**config.mk**
```make
export PLATFORM = sky130hd
export DESIGN_NAME = pp_hop_parser_flat
export DESIGN_NICKNAME = d
export VERILOG_FILES = /design/src/rtl/pp_hop_parser_if.sv /design/src/rtl/pp_hop_parser.sv /design/src/flat_wrapper.sv
export SDC_FILE = /design/constraint.sdc
export NUM_CORES = 1
export LEC_CHECK = 0
export ABC_AREA = 1
export CAP_MARGIN = 40
export CELL_PAD_IN_SITES_DETAIL_PLACEMENT = 0
export CELL_PAD_IN_SITES_GLOBAL_PLACEMENT = 2
export CORE_MARGIN = 2
export CORE_UTILIZATION = 25
export DETAILED_ROUTE_END_ITERATION = 6
export PLACE_DENSITY = 0.61
export SKIP_LAST_GASP = 1
export SYNTH_ARGS = -nofsm -noshare
export SYNTH_HDL_FRONTEND = slang
export SYNTH_SLANG_ARGS = --single-unit
```
**constraint.sdc**
```tcl
create_clock -name clk -period 4.52 [get_ports clk]
set_input_delay 1.356 -clock clk [delete_from_list [all_inputs] [get_ports clk]]
set_output_delay 1.356 -clock clk [all_outputs]
set_load 0.05 [all_outputs]
```
**src/rtl/pp_hop_parser_if.sv**
```systemverilog
// pp_hop_parser_if: write-side and result-side signals of the path-parser hop stage.
//   master : read control / forwarding side (drives pushes, abort, hop_ready)
//   slave  : the hop parser (drives FIFO flags, done pulse and selected-hop result)
interface pp_hop_parser_if;
    logic        hop_fifo_reset;   // abort: clear FIFO and FSM
    logic        hop_fifo_wr;      // push strobe
    logic [47:0] hop_fifo_wdata;   // hop-info word
    logic        hop_fifo_eop;     // last hop of packet, qualified by hop_fifo_wr
    logic        hop_fifo_full;    // count == DEPTH
    logic        hop_fifo_fullm1;  // count >= DEPTH-1
    logic        parser_done;      // one-cycle completion pulse
    logic        hop_valid;        // selected-hop result valid
    logic        hop_ready;        // downstream accepts result
    logic [15:0] hop_ptr;
    logic [2:0]  hop_type;
    logic        hop_is_ins;
    logic [23:0] hop_bytes;
    logic [7:0]  hop_pc;
    logic [7:0]  hop_flags;
    logic        hop_err;          // eop reached before the selected hop

    modport master (
        output hop_fifo_reset, hop_fifo_wr, hop_fifo_wdata, hop_fifo_eop, hop_ready,
        input  hop_fifo_full, hop_fifo_fullm1, parser_done, hop_valid,
               hop_ptr, hop_type, hop_is_ins, hop_bytes, hop_pc, hop_flags, hop_err
    );

    modport slave (
        input  hop_fifo_reset, hop_fifo_wr, hop_fifo_wdata, hop_fifo_eop, hop_ready,
        output hop_fifo_full, hop_fifo_fullm1, parser_done, hop_valid,
               hop_ptr, hop_type, hop_is_ins, hop_bytes, hop_pc, hop_flags, hop_err
    );
endinterface

```
**src/rtl/pp_hop_parser.sv**
```systemverilog
// pp_hop_parser: buffers hop-info words in a show-ahead FIFO, pops the anchor
// (carrying pc/flags), walks the hops in order and presents the hop whose index
// equals pc on a valid/ready result port, then pulses parser_done and waits for
// hop_fifo_reset from the read control.
// Ports:
//   clk  - single clock
//   rst  - synchronous active-high reset
//   bus  - pp_hop_parser_if.slave (FIFO write side, flags, result handshake)
module pp_hop_parser #(
    parameter int DEPTH      = 8,
    parameter int ADDR_NBITS = 3
) (
    input  logic              clk,
    input  logic              rst,
    pp_hop_parser_if.slave    bus
);

    localparam logic [ADDR_NBITS:0] FULL_CNT   = (ADDR_NBITS+1)'(DEPTH);
    localparam logic [ADDR_NBITS:0] FULLM1_CNT = (ADDR_NBITS+1)'(DEPTH-1);

    typedef enum logic [2:0] {IDLE, WALK, OUT, DONE, WAIT_RST} state_t;
    state_t state, state_nxt;

    // FIFO storage: {eop, wdata}
    logic [48:0]           mem [DEPTH];
    logic [ADDR_NBITS-1:0] wr_ptr, rd_ptr;
    logic [ADDR_NBITS:0]   count, count_nxt;
    logic                  full_q, fullm1_q;
    logic                  push, pop, empty;
    logic [48:0]           head;
    logic                  head_eop;

    // Walk / result registers
    logic [7:0]  hop_idx, pc_q, flags_q;
    logic [15:0] ptr_q;
    logic [23:0] bytes_q;
    logic        err_q;
    logic        match;

    assign empty    = (count == '0);
    assign head     = mem[rd_ptr];
    assign head_eop = head[48];

    // full_q tracks count exactly, so using it to drop pushes never loses data.
    assign push = bus.hop_fifo_wr & ~full_q & ~bus.hop_fifo_reset;
    assign pop  = ((state == IDLE) | (state == WALK)) & ~empty & ~bus.hop_fifo_reset;

    // A saturated index (255) is never allowed to select a hop.
    assign match = (hop_idx == pc_q) & (hop_idx != 8'hFF);

    always_comb begin
        count_nxt = count;
        if (push & ~pop)
            count_nxt = count + (ADDR_NBITS+1)'(1);
        else if (pop & ~push)
            count_nxt = count - (ADDR_NBITS+1)'(1);
    end

    always_ff @(posedge clk) begin
        if (rst || bus.hop_fifo_reset) begin
            wr_ptr   <= '0;
            rd_ptr   <= '0;
            count    <= '0;
            full_q   <= 1'b0;
            fullm1_q <= 1'b0;
        end else begin
            if (push) wr_ptr <= wr_ptr + ADDR_NBITS'(1);
            if (pop)  rd_ptr <= rd_ptr + ADDR_NBITS'(1);
            count    <= count_nxt;
            full_q   <= (count_nxt == FULL_CNT);
            fullm1_q <= (count_nxt >= FULLM1_CNT);
        end
    end

    always_ff @(posedge clk) begin
        if (push) mem[wr_ptr] <= {bus.hop_fifo_eop, bus.hop_fifo_wdata};
    end

    // FSM: state register
    always_ff @(posedge clk) begin
        if (rst) state <= IDLE;
        else     state <= state_nxt;
    end

    // FSM: next state
    always_comb begin
        state_nxt = state;
        if (bus.hop_fifo_reset) begin
            state_nxt = IDLE;
        end else begin
            unique case (state)
                IDLE:     if (!empty) state_nxt = head_eop ? OUT : WALK;
                WALK:     if (!empty && (match || head_eop)) state_nxt = OUT;
                OUT:      if (bus.hop_ready) state_nxt = DONE;
                DONE:     state_nxt = WAIT_RST;
                WAIT_RST: state_nxt = WAIT_RST;
                default:  state_nxt = IDLE;
            endcase
        end
    end

    // FSM: outputs (decoded from the state register only)
    always_comb begin
        bus.hop_valid   = 1'b0;
        bus.parser_done = 1'b0;
        case (state)
            OUT:     bus.hop_valid   = 1'b1;
            DONE:    bus.parser_done = 1'b1;
            default: ;
        endcase
    end

    // Anchor / hop latching
    always_ff @(posedge clk) begin
        if (rst) begin
            hop_idx <= '0;
            pc_q    <= '0;
            flags_q <= '0;
            ptr_q   <= '0;
            bytes_q <= '0;
            err_q   <= 1'b0;
        end else if (pop) begin
            if (state == IDLE) begin
                pc_q    <= head[15:8];
                flags_q <= head[7:0];
                hop_idx <= '0;
                // A lone anchor with eop has no hop to select.
                if (head_eop) begin
                    ptr_q   <= head[47:32];
                    bytes_q <= head[31:8];
                    err_q   <= 1'b1;
                end
            end else if (match) begin
                ptr_q   <= head[47:32];
                bytes_q <= head[31:8];
                err_q   <= 1'b0;
            end else if (head_eop) begin
                ptr_q   <= head[47:32];
                bytes_q <= head[31:8];
                err_q   <= 1'b1;
            end else if (hop_idx != 8'hFF) begin
                hop_idx <= hop_idx + 8'd1;
            end
        end
    end

    assign bus.hop_fifo_full   = full_q;
    assign bus.hop_fifo_fullm1 = fullm1_q;
    assign bus.hop_ptr         = ptr_q;
    assign bus.hop_type        = bytes_q[23:21];
    assign bus.hop_is_ins      = bytes_q[20];
    assign bus.hop_bytes       = bytes_q;
    assign bus.hop_pc          = pc_q;
    assign bus.hop_flags       = flags_q;
    assign bus.hop_err         = err_q;

endmodule
```
**src/flat_wrapper.sv**
```systemverilog
// flat-port wrapper written by rule: the top's interface ports become plain ports
module pp_hop_parser_flat 
#(
    parameter int DEPTH      = 8,
    parameter int ADDR_NBITS = 3
)
  (clk, rst, bus_hop_fifo_reset, bus_hop_fifo_wr, bus_hop_fifo_wdata, bus_hop_fifo_eop, bus_hop_ready, bus_hop_fifo_full, bus_hop_fifo_fullm1, bus_parser_done, bus_hop_valid, bus_hop_ptr, bus_hop_type, bus_hop_is_ins, bus_hop_bytes, bus_hop_pc, bus_hop_flags, bus_hop_err);
  pp_hop_parser_if bus_i ();
  input  logic clk;
  input  logic rst;
  input wire logic [$bits(bus_i.hop_fifo_reset)-1:0] bus_hop_fifo_reset;
  input wire logic [$bits(bus_i.hop_fifo_wr)-1:0] bus_hop_fifo_wr;
  input wire logic [$bits(bus_i.hop_fifo_wdata)-1:0] bus_hop_fifo_wdata;
  input wire logic [$bits(bus_i.hop_fifo_eop)-1:0] bus_hop_fifo_eop;
  input wire logic [$bits(bus_i.hop_ready)-1:0] bus_hop_ready;
  output wire logic [$bits(bus_i.hop_fifo_full)-1:0] bus_hop_fifo_full;
  output wire logic [$bits(bus_i.hop_fifo_fullm1)-1:0] bus_hop_fifo_fullm1;
  output wire logic [$bits(bus_i.parser_done)-1:0] bus_parser_done;
  output wire logic [$bits(bus_i.hop_valid)-1:0] bus_hop_valid;
  output wire logic [$bits(bus_i.hop_ptr)-1:0] bus_hop_ptr;
  output wire logic [$bits(bus_i.hop_type)-1:0] bus_hop_type;
  output wire logic [$bits(bus_i.hop_is_ins)-1:0] bus_hop_is_ins;
  output wire logic [$bits(bus_i.hop_bytes)-1:0] bus_hop_bytes;
  output wire logic [$bits(bus_i.hop_pc)-1:0] bus_hop_pc;
  output wire logic [$bits(bus_i.hop_flags)-1:0] bus_hop_flags;
  output wire logic [$bits(bus_i.hop_err)-1:0] bus_hop_err;
  assign bus_i.hop_fifo_reset = bus_hop_fifo_reset;
  assign bus_i.hop_fifo_wr = bus_hop_fifo_wr;
  assign bus_i.hop_fifo_wdata = bus_hop_fifo_wdata;
  assign bus_i.hop_fifo_eop = bus_hop_fifo_eop;
  assign bus_i.hop_ready = bus_hop_ready;
  assign bus_hop_fifo_full = bus_i.hop_fifo_full;
  assign bus_hop_fifo_fullm1 = bus_i.hop_fifo_fullm1;
  assign bus_parser_done = bus_i.parser_done;
  assign bus_hop_valid = bus_i.hop_valid;
  assign bus_hop_ptr = bus_i.hop_ptr;
  assign bus_hop_type = bus_i.hop_type;
  assign bus_hop_is_ins = bus_i.hop_is_ins;
  assign bus_hop_bytes = bus_i.hop_bytes;
  assign bus_hop_pc = bus_i.hop_pc;
  assign bus_hop_flags = bus_i.hop_flags;
  assign bus_hop_err = bus_i.hop_err;
  pp_hop_parser #(.DEPTH(DEPTH), .ADDR_NBITS(ADDR_NBITS)) u_core (.clk(clk), .rst(rst), .bus(bus_i));
endmodule
```
==> flow_summary.toml, run 1 <==
[sta]
setup_tns_ps = 0
fin_skew_ps = 39.88
fmax_mhz = 283.4
worst-slew-pin-transition_ps = 870.7
rsz0062_at_grt = "false"
finalHoldViolations = 0
finalCritPeriodShare_pct = 78.07
relSlewSlack_pct = 41.95
setup_ws_ps = 991.5
setup_viol = 0
min_period_ps = 3529
hold_slack_ps = 458.4
final_max_slew_viol_count = 0

[worst_setup_path]
setup.worst_path.class = "flip-flop to output pin"
reg2reg_depth = 11
required_ps = 3160
start_kind = "flip-flop"
reg2reg_slack_ps = 1640
worstPathArrival_ps = 2170
r2r_end = "u_core.bus.hop_ptr[5]$_SDFFE_PP0N_"
path_cells = "inv_1 > nor3_1 > clkdlybuf4s50_1"
cp_max_fo = 5
slowest_delay_ps = 860
cp-end-kind = "output pin"
slowest_stage = "clkdlybuf4s50_1"

[synthesis]
synth_compound_gate_area_share_pct = 7.478
avgSynthCellArea_um2 = 11.62
synth_top_family_by_area = "simple AND/OR/NAND/NOR gates"
synth_fa_ha_area_share_pct = 0.3347
synth_edf_count = 392
netlist_area_um2 = 18690
ys.warnings.count = 0
synthMuxAreaShare_pct = 0
syn_nets = 1667
yosysTopAreaCellShare_pct = 62.98
ys_ff_latch = 475
syn_inst = 1608
ys_types = 35
synth.area.top_cells = "edfxtp_1 (63%), dfxtp_1 (8.9%), nand2_1 (6.5%), nor2_1 (3.9%), o21ai_0 (3.8%)"
ys.flop_type = "edfxtp_1"
yosys.area.top_type = "edfxtp_1"
synth_seq_area_share_pct = 71.87
synthArstFlopShare_pct = 0
synth_simple_gate_area_share_pct = 16.44
synth_xor_area_share_pct = 0.3749

[power]
power_leakage_nw = 7.741
power.density_nw_per_um2 = 422.4
power_mw = 9.624
vdd_drop_max_mv = 0.2878

[routing]
drc = 0
first_pass_iters = 5
wl_um = 49390
num_vias = 12000
viasPerCell = 4.402
drt_iter0_markers = 737
post_drt_wl_per_cell_um = 18.12
antenna_left = 0

[floorplan]
io-pin-count = 119
die_x_um = 277.4
core.rowCount = 100
die-height_um = 277.4
core-area_um2 = 74200
dieArea_um2 = 76960
start_util_pct = 25.19

[cts]
cts_made_buffers = 52
postCtsHoldBufs = 0
clk_latency_ps = 620
cts-resized-gates = 0
clk_path_buf_depth = 3
cts_tree = "built"
cts-root-buf = "clkbuf_16"
htree_num_levels = 2
cts_sinks = 475
clkTransAtPathRegs_ps = 50
post-cts-setup-buffers = 0

[cells_and_area]
area_growth_pct = 21.91
layout-drive-gt1-share_pct = 8.941
num-nets-final = 1771
fin_util_pct = 30.71
n_antenna_cell = 0

[placed_design]
port_buffers = 118
dp_worst_setup_slack_ps = 1075
hpwl_um = 27880
gp_congestion = 0.7147

[worst_hold_path]
min_path_cells = 2
hold_start = "u_core.rd_ptr[2]$_SDFFE_PP0N_"
hp-class = "flip-flop to flip-flop"

[grt]
track_usage_pct = 12.77
grt_max_degree = 65
antenna_found_initial = 4
first_global_vias = 12010
grt_overflow = 0
grt_pass1_wl_um = 75230

[job]
max_cap_violations = 0

[run_status]
status = "completed"
## state kept, by name, summed over array words and instances, names as in the netlist, 4 cells and up, named ones only
name,count
u_core.mem,392
u_core.bus.hop_bytes,24
u_core.bus.hop_ptr,16
u_core.bus.hop_flags,8
u_core.bus.hop_pc,8
u_core.hop_idx,8
u_core.count,4
## cells in the final DEF (no fill, tap or decap), types with 16 or more instances in the layout
master,count
inv_1,42
clkdlybuf4s50_1,118
o21ai_0,143
nor2_1,187
clkbuf_16,53
o211ai_1,16
edfxtp_1,392
clkbuf_1,23
nand2_1,324
o221ai_1,17
a21oi_1,40
nand3_1,139
o22ai_1,26
nor3_1,21
dfxtp_1,80
## cell usage after synthesis, types with 5 or more instances
| library cell | instances |
|---|---|
| ha_1 | 5 |
| inv_1 | 44 |
| nor2_1 | 196 |
| o21ai_0 | 143 |
| a31oi_1 | 8 |
| dfxtp_1 | 83 |
| a21oi_1 | 40 |
| o22ai_1 | 26 |
| nand2_1 | 324 |
| nand3_1 | 139 |
| or2_2 | 11 |
| nor3_1 | 21 |
| o221ai_1 | 17 |
| buf_2 | 34 |
| nor2_2 | 12 |
| o211ai_1 | 16 |
| clkbuf_1 | 46 |
| inv_2 | 10 |
| edfxtp_1 | 392 |
| buf_1 | 8 |
| xor2_1 | 6 |
## how the worst max path moves through the flow
stage                                       startpoint                           to  slack [ps]  depth (start not counted)
final                     u_core.state[1]$_SDFFE_PP0P_                bus_hop_valid         990                          3
after global routing      u_core.state[0]$_SDFFE_PP0P_              bus_parser_done         870                          3
after CTS                 u_core.state[1]$_SDFFE_PP0P_                bus_hop_valid         940                          3
after detailed placement            bus_hop_fifo_reset  u_core.mem[5][40]$_DFFE_PP_        1080                          7
after global placement              bus_hop_fifo_reset  u_core.mem[5][40]$_DFFE_PP_        1100                          7
after floorplan                     bus_hop_fifo_reset   u_core.mem[0][0]$_DFFE_PP_          60                          4
## routing by layer
metal | global-route usage (%) | share of wire, %
met4 | 3.135 | 1.5
met3 | 2.434 | 4.5
met5 | 0 | 0.087
met1 | 17.38 | 47
met2 | 20.89 | 46
## layout make-up
type,count,area (µm²)
repair buffers,145,1549
flip-flops and latches,475,13440
inverters,55,212.7
multi-input cells,983,4666
well taps,969,1212
clock inverters,18,236.5
fillers,7452,51410
clock buffers,80,1468
## critical path: cells and delay by family (launching register included)
kind,cells,cell delay [ps]
buffers and inverters,2,920
flip-flops,1,430
AND/OR/NAND/NOR,1,230
## metrics by stage
step	instances	instance area (µm²)
finish	2725	22790
global route	2725	22790
CTS	2725	22790
detailed placement	2627	21080
global placement	2623	20990
floorplan	1608	18690
## report_power, final
| part | total, mW | leakage (nW) | switching, mW | internal (mW) |
|---|---|---|---|---|
| Combinational | 0.599 | 2.71 | 0.410 | 0.189 |
| Sequential | 4.84 | 4.21 | 0.0371 | 4.80 |
| Clock | 4.19 | 0.820 | 1.71 | 2.47 |
## cells by family after synthesis
kind of cell / Yosys count
DFF: 475
adders and majority gates: 5
buffers and inverters: 150
and+or+nand+nor: 720
xor gates and xnor gates: 8
AOI/OAI and AO/OA: 250
Note: power is estimated with default switching activity, not from simulation.
==> inputs of run 2 (changes only) <==
clock period = 3.2 ns   (was 4.52 ns; I/O delays follow)
==> run 2 against run 1 <==
  * Clock power grew 52%
  * Register-to-register slack got worse by 940 ps
  * Highest routed layer unchanged
  * Combinational power is 47% higher
  * Count of clock-buffer cells in the layout down 16
  * Die area is the same
==> flow_summary.toml, run 2 (synthesis gave the netlist of run 1 again) <==
[run_status]
status = "completed"

[worst_setup_path]
reg2reg_slack_ps = 700
cp-end-kind = "output pin"
start_kind = "flip-flop"
required_ps = 2240
cp_max_fo = 6
slowest_stage = "dlygate4sd2_1"
crit_buf_inv = 1
reg2reg_depth = 11
slowest_delay_ps = 550
path_cells = "nand2_1 > nor2_1 > dlygate4sd2_1"
setup.worst_path.class = "flip-flop to output pin"
startpoint = "u_core.state[0]$_SDFFE_PP0P_"
r2r_end = "u_core.bus.hop_ptr[10]$_SDFFE_PP0N_"
crit_family = "buffers and inverters"
worstPathArrival_ps = 1900

[cells_and_area]
largest_reg_flops = 392
nFillCells = 7478
multi_input_area_um2 = 4666
largest-register = "u_core.mem"
area_growth_pct = 23.67
most-common-layout-cells = "edfxtp_1 (392), nand2_1 (324), nor2_1 (187)"
layout-drive-gt1-share_pct = 10.40
num-nets-final = 1786
ff_latch_area_um2 = 13440
layout_commonest_cell = "edfxtp_1"

[floorplan]
die-height_um = 277.4
core.rowCount = 100
io-pin-count = 119
start_util_pct = 25.19
die_x_um = 277.4
core-area_um2 = 74200
dieArea_um2 = 76960

[sta]
setup_viol = 0
finalCritPeriodShare_pct = 89.40
min_period_ps = 2861
relSlewSlack_pct = 52.19
rsz0062_at_grt = "false"
hold_slack_ps = 451.1
final_max_slew_viol_count = 0
fin_skew_ps = 23.88
worst-slew-pin-transition_ps = 714.9
finalHoldViolations = 0
fmax_mhz = 349.5

[routing]
viasPerCell = 4.420
wl_um = 51180
drt_iter0_markers = 885
num_vias = 12110
antenna_left = 0
post_drt_wl_per_cell_um = 18.68
drc = 0
first_pass_iters = 5

[power]
power_leakage_nw = 7.929
vdd_drop_max_mv = 0.3766
power.density_nw_per_um2 = 609.1
power_mw = 14.08

[placed_design]
port_buffers = 118
gp_congestion = 0.7249
hpwl_um = 30430

[cts]
cts-root-buf = "clkbuf_16"
clk_path_buf_depth = 3
cts_sinks = 475
clkTransAtPathRegs_ps = 60
cts_tree = "built"
htree_num_levels = 2
clk_latency_ps = 610
cts_made_buffers = 53

[worst_hold_path]
min_path_cells = 2
hp-class = "flip-flop to flip-flop"
hold_start = "u_core.rd_ptr[2]$_SDFFE_PP0N_"

[grt]
grt_overflow = 0
track_usage_pct = 13.25
first_global_vias = 12410
grt_max_degree = 91
grt_pass1_wl_um = 77970
antenna_found_initial = 2

[job]
max_cap_violations = 0
==> run 2: worst register-to-register path: cells and delay by family (launching register included) <==
family        cells  cell delay, ps
flops             1             650
simple gates      7             780
buf+inv           4            1020
==> run 2: where the power goes <==
group / switching [mW] / total [mW] / internal, mW
Sequential: 0.0456 / 6.83 / 6.78
Combinational: 0.603 / 0.881 / 0.278
Clock: 2.56 / 6.37 / 3.82
Total: 3.21 / 14.1 / 10.9
==> run 2: routing by layer <==
layer	routed length [µm]	up-vias	part of all wire (%)	global-route usage [%]
met5	12	-	0.023	0
met4	837	2	1.6	3.080
met3	2061	62	4.0	2.510
met2	24250	228	47	22.05
met1	24010	5918	47	17.83
li1	-	5900	-	-
==> run 2: worst max path at each step <==
stage                                  endpoint  cells after the start  slack [ps]
floorplan            u_core.mem[1][0]$_DFFE_PP_                      5        -720
global placement     u_core.mem[7][3]$_DFFE_PP_                      6         120
detailed placement  u_core.mem[1][46]$_DFFE_PP_                      6          70
CTS                               bus_hop_valid                      3          70
global route                    bus_parser_done                      3         210
finish                          bus_parser_done                      3         340
==> run 2: final cells by class <==
type                    count  share of cell area [%]
repair buffers            159                   7.562
well taps                 969                   5.245
inverters                  55                  0.9202
multi-input cells         983                   20.19
flip-flops and latches    475                   58.16
diodes                      1                 0.01083
clock inverters            34                   1.954
clock buffers              64                   5.960
==> run 2: timing repair <==
item,4_1_cts,5_1_grt
pin swaps,0,0
gates resized for setup,1,1
buffers inserted,0,0
hold buffers,0,0
endpoints found under the setup margin,1,1
endpoints found under the hold margin,0,0
==> run 2: through the flow <==
| stage | setup TNS (ps) | utilization, % | worst slack (ps) | instance area (µm²) | std cells |
|---|---|---|---|---|---|
| floorplan | -140780 | - | -718.3 | 18720 | 1608 |
| global placement | 0 | 28.59 | 117.6 | 21210 | 2638 |
| detailed placement | 0 | 28.68 | 67.42 | 21280 | 2641 |
| CTS | 0 | 31.15 | 67.03 | 23110 | 2739 |
| global route | 0 | 31.15 | 214.0 | 23110 | 2739 |
| finish | 0 | 31.15 | 339.1 | 23110 | 2740 |
